## src/rtl/wb_pkg.sv

```systemverilog
// Shared definitions for the Wishbone single-transfer master: default bus widths,
// controller state encoding and response status codes.
package wb_pkg;

  localparam int DEF_DWIDTH = 8;
  localparam int DEF_AWIDTH = 16;

  typedef logic [1:0] state_t;

  localparam state_t ST_IDLE = 2'd0;
  localparam state_t ST_BUS  = 2'd1;
  localparam state_t ST_GAP  = 2'd2;
  localparam state_t ST_RESP = 2'd3;

  typedef enum logic [1:0] {
    RSP_OK  = 2'd0,
    RSP_ERR = 2'd1,
    RSP_RTY = 2'd2,
    RSP_TMO = 2'd3
  } rsp_status_e;

endpackage

```

## src/rtl/wb_master_if.sv

```systemverilog
// Command, response and Wishbone initiator signals of wb_master; the master
// modport is the controller's view, the slave modport the environment's view.
interface wb_master_if #(
  parameter int DWIDTH = wb_pkg::DEF_DWIDTH,
  parameter int AWIDTH = wb_pkg::DEF_AWIDTH
) ();

  localparam int SW = DWIDTH / 8;

  logic              cmd_valid_i;
  logic              cmd_ready_o;
  logic              cmd_we_i;
  logic [AWIDTH-1:0] cmd_adr_i;
  logic [DWIDTH-1:0] cmd_dat_i;
  logic [SW-1:0]     cmd_sel_i;

  logic              rsp_valid_o;
  logic              rsp_ready_i;
  logic [DWIDTH-1:0] rsp_dat_o;
  logic [1:0]        rsp_status_o;

  logic [AWIDTH-1:0] adr_o;
  logic [DWIDTH-1:0] dat_o;
  logic              we_o;
  logic [SW-1:0]     sel_o;
  logic              stb_o;
  logic              cyc_o;
  logic [DWIDTH-1:0] dat_i;
  logic              ack_i;
  logic              err_i;
  logic              rty_i;

  modport master (
    input  cmd_valid_i, cmd_we_i, cmd_adr_i, cmd_dat_i, cmd_sel_i,
    output cmd_ready_o,
    output rsp_valid_o, rsp_dat_o, rsp_status_o,
    input  rsp_ready_i,
    output adr_o, dat_o, we_o, sel_o, stb_o, cyc_o,
    input  dat_i, ack_i, err_i, rty_i
  );

  modport slave (
    output cmd_valid_i, cmd_we_i, cmd_adr_i, cmd_dat_i, cmd_sel_i,
    input  cmd_ready_o,
    input  rsp_valid_o, rsp_dat_o, rsp_status_o,
    output rsp_ready_i,
    input  adr_o, dat_o, we_o, sel_o, stb_o, cyc_o,
    output dat_i, ack_i, err_i, rty_i
  );

endinterface

```

## src/rtl/wb_mst_timer.sv

```systemverilog
// Bus-cycle watchdog: counts enabled cycles and flags the cycle in which the
// TIMEOUT-th consecutive unterminated cycle is reached. Saturates, never wraps.
module wb_mst_timer #(
  parameter int TIMEOUT = 255
) (
  input  logic clk_i,
  input  logic rst_i,
  input  logic clear,
  input  logic enable,
  output logic expired
);

  localparam int CW = (TIMEOUT > 0) ? $clog2(TIMEOUT + 1) : 1;

  logic [CW-1:0] cnt;

  always_ff @(posedge clk_i or negedge rst_i) begin
    if (!rst_i) begin
      cnt <= '0;
    end else if (clear) begin
      cnt <= '0;
    end else if (enable && (int'(cnt) < TIMEOUT)) begin
      cnt <= cnt + 1'b1;
    end
  end

  // Current cycle counts too, so the abort lands right after cycle TIMEOUT.
  assign expired = enable && ((int'(cnt) + 1) >= TIMEOUT);

endmodule

```

## src/rtl/wb_master.sv

```systemverilog
// Single-transfer Wishbone initiator: takes one command, runs the bus cycle with
// retry and timeout handling, and returns read data plus a status code.
module wb_master import wb_pkg::*; #(
  parameter int DWIDTH    = DEF_DWIDTH,
  parameter int AWIDTH    = DEF_AWIDTH,
  parameter int MAX_RETRY = 3,
  parameter int TIMEOUT   = 255
) (
  input  logic        clk_i,
  input  logic        rst_i,
  wb_master_if.master bus
);

  localparam int SW = DWIDTH / 8;
  localparam int RW = (MAX_RETRY > 0) ? $clog2(MAX_RETRY + 1) : 1;

  state_t            state;
  logic              alive;
  logic [RW-1:0]     rty_cnt;
  logic              we;
  logic [AWIDTH-1:0] adr;
  logic [DWIDTH-1:0] dat;
  logic [SW-1:0]     sel;
  logic [DWIDTH-1:0] rsp_dat;
  rsp_status_e       status;

  logic in_bus;
  logic ready;
  logic take;
  logic t_err;
  logic t_rty;
  logic t_ack;
  logic term;
  logic retry_ok;
  logic expired;

  // alive keeps cmd_ready low during reset and raises it on the first edge after.
  assign in_bus   = (state == ST_BUS);
  assign ready    = alive && (state == ST_IDLE);
  assign take     = ready && bus.cmd_valid_i;
  assign t_err    = in_bus && bus.err_i;
  assign t_rty    = in_bus && bus.rty_i && !bus.err_i;
  assign t_ack    = in_bus && bus.ack_i && !bus.err_i && !bus.rty_i;
  assign term     = t_err || t_rty || t_ack;
  assign retry_ok = (int'(rty_cnt) < MAX_RETRY);

  wb_mst_timer #(
    .TIMEOUT (TIMEOUT)
  ) u_timer (
    .clk_i   (clk_i),
    .rst_i   (rst_i),
    .clear   (!in_bus),
    .enable  (in_bus && !term),
    .expired (expired)
  );

  always_ff @(posedge clk_i or negedge rst_i) begin
    if (!rst_i) begin
      state   <= ST_IDLE;
      alive   <= 1'b0;
      rty_cnt <= '0;
      we      <= 1'b0;
      adr     <= '0;
      dat     <= '0;
      sel     <= '0;
      rsp_dat <= '0;
      status  <= RSP_OK;
    end else begin
      alive <= 1'b1;
      case (state)
        ST_IDLE: begin
          if (take) begin
            we      <= bus.cmd_we_i;
            adr     <= bus.cmd_adr_i;
            dat     <= bus.cmd_dat_i;
            sel     <= bus.cmd_sel_i;
            rty_cnt <= '0;
            state   <= ST_BUS;
          end
        end
        ST_BUS: begin
          if (t_err) begin
            status <= RSP_ERR;
            state  <= ST_RESP;
          end else if (t_rty) begin
            if (retry_ok) begin
              rty_cnt <= rty_cnt + 1'b1;
              state   <= ST_GAP;
            end else begin
              status <= RSP_RTY;
              state  <= ST_RESP;
            end
          end else if (t_ack) begin
            if (!we) rsp_dat <= bus.dat_i;
            status <= RSP_OK;
            state  <= ST_RESP;
          end else if (expired) begin
            status <= RSP_TMO;
            state  <= ST_RESP;
          end
        end
        ST_GAP:  state <= ST_BUS;
        ST_RESP: if (bus.rsp_ready_i) state <= ST_IDLE;
        default: state <= ST_IDLE;
      endcase
    end
  end

  assign bus.cmd_ready_o  = ready;
  assign bus.cyc_o        = in_bus;
  assign bus.stb_o        = in_bus;
  assign bus.we_o         = we;
  assign bus.adr_o        = adr;
  assign bus.dat_o        = dat;
  assign bus.sel_o        = sel;
  assign bus.rsp_valid_o  = (state == ST_RESP);
  assign bus.rsp_dat_o    = rsp_dat;
  assign bus.rsp_status_o = status;

endmodule

```

## src/flat_wrapper.sv

```systemverilog
// flat-port wrapper written by rule: the top's interface ports become plain ports
module wb_master_flat import wb_pkg::*;
#(
  parameter int DWIDTH    = DEF_DWIDTH,
  parameter int AWIDTH    = DEF_AWIDTH,
  parameter int MAX_RETRY = 3,
  parameter int TIMEOUT   = 255
)
  (clk_i, rst_i, bus_cmd_valid_i, bus_cmd_we_i, bus_cmd_adr_i, bus_cmd_dat_i, bus_cmd_sel_i, bus_cmd_ready_o, bus_rsp_valid_o, bus_rsp_dat_o, bus_rsp_status_o, bus_rsp_ready_i, bus_adr_o, bus_dat_o, bus_we_o, bus_sel_o, bus_stb_o, bus_cyc_o, bus_dat_i, bus_ack_i, bus_err_i, bus_rty_i);
  wb_master_if #(.DWIDTH(DWIDTH), .AWIDTH(AWIDTH)) bus_i ();
  input  logic clk_i;
  input  logic rst_i;
  input wire logic [$bits(bus_i.cmd_valid_i)-1:0] bus_cmd_valid_i;
  input wire logic [$bits(bus_i.cmd_we_i)-1:0] bus_cmd_we_i;
  input wire logic [$bits(bus_i.cmd_adr_i)-1:0] bus_cmd_adr_i;
  input wire logic [$bits(bus_i.cmd_dat_i)-1:0] bus_cmd_dat_i;
  input wire logic [$bits(bus_i.cmd_sel_i)-1:0] bus_cmd_sel_i;
  output wire logic [$bits(bus_i.cmd_ready_o)-1:0] bus_cmd_ready_o;
  output wire logic [$bits(bus_i.rsp_valid_o)-1:0] bus_rsp_valid_o;
  output wire logic [$bits(bus_i.rsp_dat_o)-1:0] bus_rsp_dat_o;
  output wire logic [$bits(bus_i.rsp_status_o)-1:0] bus_rsp_status_o;
  input wire logic [$bits(bus_i.rsp_ready_i)-1:0] bus_rsp_ready_i;
  output wire logic [$bits(bus_i.adr_o)-1:0] bus_adr_o;
  output wire logic [$bits(bus_i.dat_o)-1:0] bus_dat_o;
  output wire logic [$bits(bus_i.we_o)-1:0] bus_we_o;
  output wire logic [$bits(bus_i.sel_o)-1:0] bus_sel_o;
  output wire logic [$bits(bus_i.stb_o)-1:0] bus_stb_o;
  output wire logic [$bits(bus_i.cyc_o)-1:0] bus_cyc_o;
  input wire logic [$bits(bus_i.dat_i)-1:0] bus_dat_i;
  input wire logic [$bits(bus_i.ack_i)-1:0] bus_ack_i;
  input wire logic [$bits(bus_i.err_i)-1:0] bus_err_i;
  input wire logic [$bits(bus_i.rty_i)-1:0] bus_rty_i;
  assign bus_i.cmd_valid_i = bus_cmd_valid_i;
  assign bus_i.cmd_we_i = bus_cmd_we_i;
  assign bus_i.cmd_adr_i = bus_cmd_adr_i;
  assign bus_i.cmd_dat_i = bus_cmd_dat_i;
  assign bus_i.cmd_sel_i = bus_cmd_sel_i;
  assign bus_cmd_ready_o = bus_i.cmd_ready_o;
  assign bus_rsp_valid_o = bus_i.rsp_valid_o;
  assign bus_rsp_dat_o = bus_i.rsp_dat_o;
  assign bus_rsp_status_o = bus_i.rsp_status_o;
  assign bus_i.rsp_ready_i = bus_rsp_ready_i;
  assign bus_adr_o = bus_i.adr_o;
  assign bus_dat_o = bus_i.dat_o;
  assign bus_we_o = bus_i.we_o;
  assign bus_sel_o = bus_i.sel_o;
  assign bus_stb_o = bus_i.stb_o;
  assign bus_cyc_o = bus_i.cyc_o;
  assign bus_i.dat_i = bus_dat_i;
  assign bus_i.ack_i = bus_ack_i;
  assign bus_i.err_i = bus_err_i;
  assign bus_i.rty_i = bus_rty_i;
  wb_master #(.DWIDTH(DWIDTH), .AWIDTH(AWIDTH), .MAX_RETRY(MAX_RETRY), .TIMEOUT(TIMEOUT)) u_core (.clk_i(clk_i), .rst_i(rst_i), .bus(bus_i));
endmodule
```

## config.mk

```make
export PLATFORM = sky130hd
export DESIGN_NAME = wb_master_flat
export DESIGN_NICKNAME = d
export VERILOG_FILES = /design/src/rtl/wb_pkg.sv /design/src/rtl/wb_master_if.sv /design/src/rtl/wb_mst_timer.sv /design/src/rtl/wb_master.sv /design/src/flat_wrapper.sv
export SDC_FILE = /design/constraint.sdc
export NUM_CORES = 1
export LEC_CHECK = 0
export BUFFER_PORTS_ARGS = -buffer_cell sky130_fd_sc_hd__clkbuf_2
export CAP_MARGIN = 10
export CORE_ASPECT_RATIO = 0.9
export CORE_MARGIN = 2
export CORE_UTILIZATION = 49
export DETAILED_ROUTE_END_ITERATION = 16
export PLACE_DENSITY = 0.86
export RECOVER_POWER = 25
export SETUP_SLACK_MARGIN = 0.3
export SLEW_MARGIN = 20
export SYNTH_ARGS = -nofsm -noshare
export SYNTH_HDL_FRONTEND = slang
export SYNTH_SLANG_ARGS = --single-unit
```

## constraint.sdc

```tcl
create_clock -name clk_i -period 2.2 [get_ports clk_i]
set_input_delay 0.55 -clock clk_i [delete_from_list [all_inputs] [get_ports clk_i]]
set_output_delay 0.55 -clock clk_i [all_outputs]
set_load 0.03 [all_outputs]
```

* Word level (Yosys, flattened, before mapping)
Index checks and enable logic that the tools add are counted.
** Cells by class
- Add/subtract/negate cells :: 3
- $lt $le $gt $ge :: 3
- Equality and inequality tests :: 11
- Mux-type cells :: 19
- Bitwise gates (word level) :: 3
- Reductions and logical operators :: 24
** Operators with widths (number)
- $mux 2 :: 14
- $mux 8 :: 2
- $logic_and 1x1->1 :: 11
- $reduce_and 5->1 :: 2
- $add 8x1->9 const B :: 1
- $ge 9x8->1 const B :: 1
- $add 8x1->8 const B :: 1
- $lt 8x8->1 const B :: 1
- $ne 2x2->1 const B :: 4
- $pmux 2 s4 :: 1
- $reduce_and 3->1 :: 2
- $ne 5x5->1 const B :: 1
- $eq 2x2->1 const B :: 2
- $ne 2x1->1 const B :: 2
- $pmux 2 s2 :: 1
- $reduce_bool 4->1 :: 1
- $logic_not 1->1 :: 3
- $ne 3x2->1 const B :: 1
- $not 1->1 :: 3
- $add 2x1->2 const B :: 1
- $eq 2x1->1 const B :: 1
- $logic_not 2->1 :: 1
- $logic_or 1x1->1 :: 2
- $lt 2x2->1 const B :: 1
- 3 further kinds :: 3
** Word-level totals
- Register bits after elaboration :: 49
- Output and inout bits :: 40
- Logic and storage cells :: 73

* Longest topological paths before layout
Gate-level depths: netlist of the first run.
- Word-level depth :: 13
- Mapped depth :: 6
- Depth with buffers taken out :: 6

* Hierarchy
Synthesis of the first run repeated with hierarchy kept, for this count alone.
** Second synthesis, totals
- Cell total of the unflattened synthesis :: 179
- Area total of the unflattened synthesis :: 2343.5 um^2
** By module, submodules not included
- wb_master :: times used 1, cells each 114, area an instance 1761.7 um^2, sequential area each 1026.0 um^2
- wb_mst_timer :: times used 1, cells each 65, area an instance 581.8 um^2, sequential area each 200.2 um^2

* Least setup slack after synthesis of the first run
Ideal clock, no wire load.
- Path type :: register to register
- From :: register u_core.state[0]
- To :: register u_core.adr[10], in the netlist u_core.bus.adr_o[10]
- Arrival time :: 2.075 ns
- Path slack :: 0.000 ns
- Stages on the path, launching flop included :: 6
- Buffers on the path :: 2
- Clock period less this slack :: 2.200 ns
- Cells stage by stage :: dfrtp_1 > nor3b_1 > and2_1 > buf_4 > buf_4 > mux2_2
** On the way
- Cells in the longest elaborated chain, start to end :: 4
** Ends and longest elaborated chain
- start: declaration :: RTL line wb_master.sv:17 : state_t state;
- start signal: assignment :: RTL line wb_master.sv:59 : state <= ST_IDLE;
- start signal: assignment :: RTL line wb_master.sv:78 : state <= ST_BUS;
- start signal: assignment :: RTL line wb_master.sv:84 : state <= ST_RESP;
- $logic_not 2->1 :: RTL line wb_master.sv:39 : assign ready = alive && (state == ST_IDLE);
- $logic_and 1x1->1 :: RTL line wb_master.sv:39
- named net bus_cmd_ready_o :: RTL line flat_wrapper.sv:18 : output wire logic [$bits(bus_i.cmd_ready_o)-1:0] bus_cmd_ready_o;
- $logic_and 1x1->1 :: RTL line wb_master.sv:40 : assign take = ready && bus.cmd_valid_i;
- $reduce_and 2->1 (no line)
- end signal: assignment :: RTL line wb_master.sv:74 : adr <= bus.cmd_adr_i;
- end: declaration :: RTL line wb_master.sv:21 : logic [AWIDTH-1:0] adr;
The timed path passes the listed nets, and every way through them passes these cells.
A chain may end at the register's enable or synchronous reset.

* Worst setup path after layout of the first run
- From :: register u_core.state[1]
- To :: output port bus_stb_o
** On the way
- Cells in the longest elaborated chain, start to end :: 1
** Ends and longest elaborated chain
- $eq 2x1->1 :: RTL line wb_master.sv:38 : assign in_bus = (state == ST_BUS);
- end: declaration :: RTL line flat_wrapper.sv:27 : output wire logic [$bits(bus_i.stb_o)-1:0] bus_stb_o;
Every way passes these cells.

==> impl_metrics.csv, run 1 <==
group,metric,value,unit
outcome,status,"finished, final reports clean",
clock_tree,cts_sinks,49,
finish,final_cells,319,
route,viasPerCell,5.176,
power_and_ir_drop,vdd_drop_max,803.5,uV
finish,areaGrowthSynthToFinish,27.14,%
global_routing,grt_pass1_vias,1549,
clock_tree,cts_buffers,5,
power_and_ir_drop,p_leak,0.001370,uW
logic_synthesis,synth-seq-cells,49,
sta,fmax,542.9,MHz
floorplanning,io_pins,81,
critical_path,crit_start,"u_core.state[1]",
critical_path,r2r_start,"u_core.state[1]",
floorplanning,core,4403,sq um
critical_path,r2r_slack,0.42,ns
sta,period_minus_slack,1.842,ns
placed_design,io_buffers,80,
clock_tree,cts_buffer_depth,2,
logic_synthesis,yosysSeqAreaShare,0.5552,
logic_synthesis,yosysWarnings,0,
sta,fin_crit_sh,0.8372,
logic_synthesis,ys.flop_type,"dfrtp_1",
clock_tree,cts_root_buf,"clkbuf_8",
sta,rsz0062_at_grt,"false",
placed_design,dp_slack,0.3127,ns
logic_synthesis,synthArstFlopShare,1.000,
critical_path,slowest_delay,0.45,ns
hold_path,worstHoldStart,"bus_cmd_dat_i[2]",
critical_path,cp.required,1.65,ns
floorplanning,die_w,74.77,um
logic_synthesis,syn-num-nets,214,
sta,hold_viol_final,0,
job,maxCapViolCount,0,
placed_design,routabilityCongestion,0.9119,
global_routing,antenna_found_initial,0,
route,drt_drc_violations_left,0,
sta,setup_viol_count_final,0,
floorplanning,chipHeight,67.69,um
finish,diodes,0,
global_routing,grt_overflow_total,0,
logic_synthesis,synth_cell_types,42,
sta,tns,0,ns
critical_path,worstSetupEndpointType,"output pin",
clock_tree,clk_pin_slew_worst_paths,0.09,ns
global_routing,grt_use_total,0.1875,
sta,tightest_slew,1.219,ns
route,drtIter0Drc,60,
clock_tree,htreeDepth,2,
hold_path,holdCritPathClass,"in -> reg",
route,drtAntennaViolNets,0,
logic_synthesis,synthCells,170,
critical_path,path_cells,"nand2b_2, inv_4, clkbuf_4",
critical_path,slowest_stage,"dfrtp_2",
route,wl_per_cell,14.22,um
critical_path,critical_path_class,"reg -> out",
logic_synthesis,synth-edff-count,0,
floorplanning,die_area,5061,sq um
route,drt-pass1-iter-count,5,
logic_synthesis,syn_avg_cell_area,12.99,sq um
critical_path,arrival,1.29,ns
critical_path,crit_path_max_fanout,6,
placed_design,post-place-cells,310,
clock_tree,tritoncts,"yes",
finish,drive_gt1_frac,0.5409,
sta,fin_ws,0.3581,ns
floorplanning,row_count,23,
logic_synthesis,netlist_area,2208,sq um
sta,worst_hold_slack,0.4707,ns
critical_path,start_kind,"register",
sta,relSlewSlack,0.1873,
route,vias,1651,
sta,report.final.slew_viol_count,0,
global_routing,grt_pass1_wl,7093,um
power_and_ir_drop,powerDensity,1399,nW/um^2
finish,nets,300,
placed_design,hpwl,3488,um
route,drt_wl_total,4536,um
sta,finalClockSkew,0.007294,ns
global_routing,grt_max_degree,30,
floorplanning,start_util,0.5016,
clock_tree,clk_latency,0.30,ns
logic make-up (layout without fill, tap and decap cells):
logic type / count (synthesis) / after routing / share of synthesized area
DFF: 49 / 49 / 0.5552
AOI/OAI and AO/OA: 26 / 26 / 0.08612
buffers and inverters: 10 / 97 / 0.02833
muxes: 35 / 35 / 0.1921
xor gates and xnor gates: 5 / 5 / 0.01983
and+or+nand+nor: 41 / 41 / 0.09972
other: 1 / 1 / 0.001698
adders and majority gates: 3 / 3 / 0.01700
layout make-up:
class | instances | area, sq um
Fill cell | 362 | 1595
Sequential cell | 49 | 1229
Multi-Input combinational cell | 111 | 929.6
Timing Repair Buffer | 86 | 461.7
Clock buffer | 6 | 82.58
Tap cell | 62 | 77.57
Clock inverter | 2 | 13.76
Inverter | 3 | 13.76
worst paths after layout:
path	endpoint	cells past startpoint
min reg2reg	u_core.bus.sel_o	1
min	u_core.bus.dat_o[2]	2
max reg2reg	u_core.rty_cnt[0]	6
max in group asynchronous	u_core.u_timer.cnt[0]	2
min in group asynchronous	u_core.bus.rsp_dat_o[7]	1
max	bus_stb_o	3
cell usage in the layout, fill, tap and decap left out, types with 3 or more instances in the layout:
master / count
a21oi_1: 3
and2_1: 4
buf_4: 5
clkbuf_2: 77
clkbuf_8: 6
dfrtp_1: 47
mux2_2: 27
mux2_4: 8
nand2_1: 10
nand2b_1: 3
nor2_1: 9
o2111ai_1: 4
o211ai_1: 3
o21ai_0: 3
xor2_1: 4
state kept, by name (all words and copies together), names as in the netlist, 2 cells and up:
signal and cells:
u_core.bus.adr_o 16, u_core.bus.rsp_status_o 2, u_core.state 2, u_core.u_timer.cnt 8, u_core.bus.rsp_dat_o 8, u_core.rty_cnt 2
u_core.bus.dat_o 8
through the flow:
step | area, sq um | utilization | total power (uW)
after detailed placement | 2690 | 0.6110 | 3393
after CTS | 2791 | 0.6340 | 3957
final | 2808 | 0.6377 | 3929
after global placement | 2690 | 0.6110 | 3320
after global routing | 2808 | 0.6377 | 4163
after floorplan | 2213 | - | 2816
repair_timing:
action | in CTS | in global routing
pin swaps | 0 | 2
setup endpoints to repair | 2 | 6
setup buffers | 0 | 1
gates resized for setup | 3 | 5
hold buffers | 0 | 0
where the power goes:
group	total, uW	internal (uW)	leakage, uW	switching (uW)
sequential	1510	1270	0.000602	234
combinational	1870	702	0.000716	1170
clock	550	255	0.0000512	295
synth_stat cells, drive strengths merged, types with 2 or more instances:
| cell | n | area (sq um) |
|---|---|---|
| nor2 | 9 | 33.78 |
| a21oi | 3 | 15.01 |
| dfrtp | 49 | 1226 |
| nand2b | 4 | 25.02 |
| o211ai | 3 | 22.52 |
| ha | 3 | 37.54 |
| nand3 | 2 | 10.01 |
| xor2 | 4 | 35.03 |
| inv | 3 | 11.26 |
| nand4 | 2 | 12.51 |
| o21ai | 4 | 20.01 |
| o2111ai | 4 | 35.03 |
| buf | 7 | 51.30 |
| and3 | 2 | 12.51 |
| a22oi | 2 | 15.01 |
| nand2 | 10 | 37.54 |
| mux2 | 35 | 424.2 |
| and2 | 4 | 25.02 |
per-layer routing:
metal / GRT usage / vias to the layer above / part of all wire
met4: 0.06027 / 0 / 0.011
met5: 0 / - / 0
met1: 0.2428 / 788 / 0.44
li1: - / 774 / -
met2: 0.3086 / 81 / 0.48
met3: 0.04776 / 8 / 0.076
critical path, delay by kind of cell (launching register included):
kind          cells  cell delay (ns)
simple gates      1             0.25
flops             1             0.45
buf+inv           2             0.29
(Power assumes the default switching activity.)
==> run 2: changes to the inputs <==
--- a/config.mk
+++ b/config.mk
@@ -5,13 +5,14 @@
 export SDC_FILE = /design/constraint.sdc
 export NUM_CORES = 1
 export LEC_CHECK = 0
+export ABC_AREA = 1
 export BUFFER_PORTS_ARGS = -buffer_cell sky130_fd_sc_hd__clkbuf_2
 export CAP_MARGIN = 10
 export CORE_ASPECT_RATIO = 0.9
 export CORE_MARGIN = 2
 export CORE_UTILIZATION = 49
 export DETAILED_ROUTE_END_ITERATION = 16
-export PLACE_DENSITY = 0.86
+export PLACE_DENSITY = 0.87
 export RECOVER_POWER = 25
 export SETUP_SLACK_MARGIN = 0.3
 export SLEW_MARGIN = 20
==> constraint.sdc (replaced) <==
create_clock -name clk_i -period 1.8 [get_ports clk_i]
set_input_delay 0.45 -clock clk_i [delete_from_list [all_inputs] [get_ports clk_i]]
set_output_delay 0.45 -clock clk_i [all_outputs]
set_load 0.03 [all_outputs]
==> impl_metrics.csv, run 2 <==
group,metric,value,unit
critical_path,crit_path_max_fanout,4,
placed_design,routabilityCongestion,0.8055,
sta,fin_crit_sh,0.9643,
sta,tightest_slew,0.9823,ns
global_routing,grt_max_degree,33,
logic_synthesis,synthTopCellsByCount,"nand2_1, dfrtp_1, inv_1",
floorplanning,io_pins,81,
route,vias,2175,
power_and_ir_drop,p_seq_frac,0.322,
critical_path,r2r_slack,0.10,ns
logic_synthesis,syn_avg_cell_area,8.991,sq um
critical_path,reg2reg_to,"u_core.u_timer.cnt[2]",
power_and_ir_drop,p_clk_frac,0.106,
logic_synthesis,synthCells,242,
critical_path,worstSetupEndpointType,"output pin",
finish,nets,402,
clock_tree,clk_pin_slew_worst_paths,0.09,ns
logic_synthesis,synth_largest_area_cell,"dfrtp_1",
floorplanning,chipHeight,67.22,um
clock_tree,cts_buffers,5,
finish,mostFrequentLayoutCell,"clkbuf_2",
critical_path,reg2regPathDepth,10,
finish,regArea,1229,sq um
finish,num-fill-cells,239,
sta,period_minus_slack,1.736,ns
logic_synthesis,netlist_area,2176,sq um
placed_design,hpwl,3520,um
floorplanning,core,4184,sq um
global_routing,grt_overflow_total,0,
critical_path,start_kind,"register",
logic_synthesis,synth_cell_types,26,
sta,report.final.slew_viol_count,0,
floorplanning,die_w,74.24,um
floorplanning,start_util,0.5200,
finish,drive_gt1_frac,0.5766,
power_and_ir_drop,powerDensity,1685,nW/um^2
clock_tree,htreeDepth,2,
critical_path,cp.required,1.35,ns
power_and_ir_drop,comb_power_share,0.572,
clock_tree,cts_root_buf,"clkbuf_8",
logic_synthesis,netlist_top_cells_area,"dfrtp_1, nand2_1, mux2_4, nand3_1, inv_1",
finish,areaGrowthSynthToFinish,60.84,%
route,drtIter0Drc,108,
logic_synthesis,synthArstFlopShare,1.000,
logic_synthesis,synth-edff-count,0,
sta,hold_viol_final,0,
clock_tree,tritoncts,"yes",
placed_design,io_buffers,80,
job,maxCapViolCount,0,
logic_synthesis,yosysSeqAreaShare,0.5635,
power_and_ir_drop,p_int,3137,uW
floorplanning,row_count,22,
power_and_ir_drop,vdd_drop_max,990.0,uV
logic_synthesis,synth-seq-cells,49,
critical_path,crit_start,"u_core.state[0]",
critical_path,slowest_delay,0.48,ns
route,wl_per_cell,16.83,um
power_and_ir_drop,p_leak,0.001930,uW
sta,setup_viol_count_final,0,
critical_path,cp.depth,2,
route,drt_drc_violations_left,0,
outcome,status,"finished, final reports clean",
global_routing,grt_pass1_wl,8418,um
sta,relSlewSlack,0.3451,
finish,diodes,0,
route,drt-pass1-iter-count,4,
clock_tree,cts_buffer_depth,2,
critical_path,crit_buf_inv,1,
global_routing,grt_pass1_vias,1911,
hold_path,holdCritPathClass,"in -> async",
route,drt_wl_total,7052,um
critical_path,crit_family,"flip-flops",
clock_tree,cts_sinks,49,
logic_synthesis,yosysTopAreaCellShare,0.5635,
floorplanning,die_area,4990,sq um
logic_synthesis,synth_most_common_cell,"nand2_1",
power_and_ir_drop,switching_share,0.4680,
logic_synthesis,ys.flop_type,"dfrtp_1",
finish,largest_register_ffs,16,
critical_path,arrival,1.29,ns
finish,mostFrequentLayoutCells,"clkbuf_2, nand2_1, dfrtp_1, nand2_2, nand2_4",
sta,rsz0062_at_grt,"true",
sta,finalClockSkew,0.01062,ns
critical_path,slowest_stage,"dfrtp_2",
critical_path,r2r_start,"u_core.state[1]",
sta,tns,0,ns
critical_path,crit_path_end,"bus_cmd_ready_o",
route,drtAntennaViolNets,0,
finish,multi_input_area,1190,sq um
critical_path,path_cells,"nor3b_4, clkbuf_8",
logic_synthesis,yosysWarnings,0,
route,viasPerCell,5.191,
sta,worst_hold_slack,0.2819,ns
logic_synthesis,syn-num-nets,286,
sta,fmax,576.1,MHz
critical_path,critical_path_class,"reg -> out",
global_routing,antenna_found_initial,0,
power_and_ir_drop,power_switching,2759,uW
clock_tree,clk_latency,0.30,ns
global_routing,grt_use_total,0.2231,
run 2: cell families (layout without fill, tap and decap cells):
group                      count (synthesis)  in the layout  share of synthesized area
adders and majority gates                  3              3                    0.01725
AOI/OAI and AO/OA                         15             15                    0.04083
buffers and inverters                     22            138                    0.05118
muxes                                      8              8                    0.05521
and+or+nand+nor                          143            144                     0.2662
other                                      1              1                   0.001723
DFF                                       49             49                     0.5635
xor gates and xnor gates                   1              1                   0.004026
run 2: stage by stage:
step           utilization  worst slack (ns)  cell area [sq um]  instances  total power, uW
4_1_cts             0.7168           0.07409               2999        405             5180
3_3_place_gp        0.6388            0.1166               2673        379             4126
5_1_grt             0.8364           0.02358               3500        419             6200
3_5_place_dp        0.6388           0.03416               2673        379             4190
6_report            0.8364           0.06428               3500        419             5897
2_1_floorplan            -            0.2865               2195        242             3511
run 2: power groups by stage:
| stage | Sequential (uW) | Clock [uW] | Combinational, uW |
|---|---|---|---|
| after floorplan | 2590 | 0 | 917 |
| after global placement | 1810 | 0 | 2310 |
| after detailed placement | 1840 | 0 | 2350 |
| after CTS | 1820 | 635 | 2720 |
| after global routing | 1940 | 676 | 3580 |
| final | 1900 | 624 | 3380 |
run 2: final cells by class:
| class | instances | share of cell area |
|---|---|---|
| clock buffers | 5 | 0.01966 |
| clock inverters | 3 | 0.005005 |
| inverters | 15 | 0.02252 |
| multi-input cells | 172 | 0.3400 |
| flip-flops and latches | 49 | 0.3511 |
| well taps | 60 | 0.02145 |
| repair buffers | 115 | 0.2403 |
run 2: worst min-delay path by stage:
stage	slack, ns	depth (start not counted)	endpoint	from
floorplan	0.15	0	u_core.alive	rst_i
global placement	0.41	1	u_core.bus.rsp_dat_o[0]	rst_i
detailed placement	0.42	1	u_core.bus.rsp_dat_o[0]	rst_i
CTS	0.1	1	u_core.bus.we_o	rst_i
global route	0.34	3	u_core.bus.adr_o[0]	bus_cmd_adr_i[0]
finish	0.28	1	u_core.bus.adr_o[2]	rst_i
run 2: what timing repair did:
action                     in CTS  in global routing
setup buffers                  17                  8
gates resized for setup        34                 91
pin swaps                      12                 23
hold buffers                    0                  0
gates cloned                    1                  6
setup endpoints to repair      39                 44
hold endpoints to repair        0                  0
run 2: per-layer routing:
layer | vias up | part of all wire | track usage
li1 | 990 | - | -
met1 | 1049 | 0.38 | 0.2842
met2 | 112 | 0.52 | 0.3717
met3 | 24 | 0.069 | 0.05672
met4 | 0 | 0.031 | 0.08036
met5 | - | 0 | 0
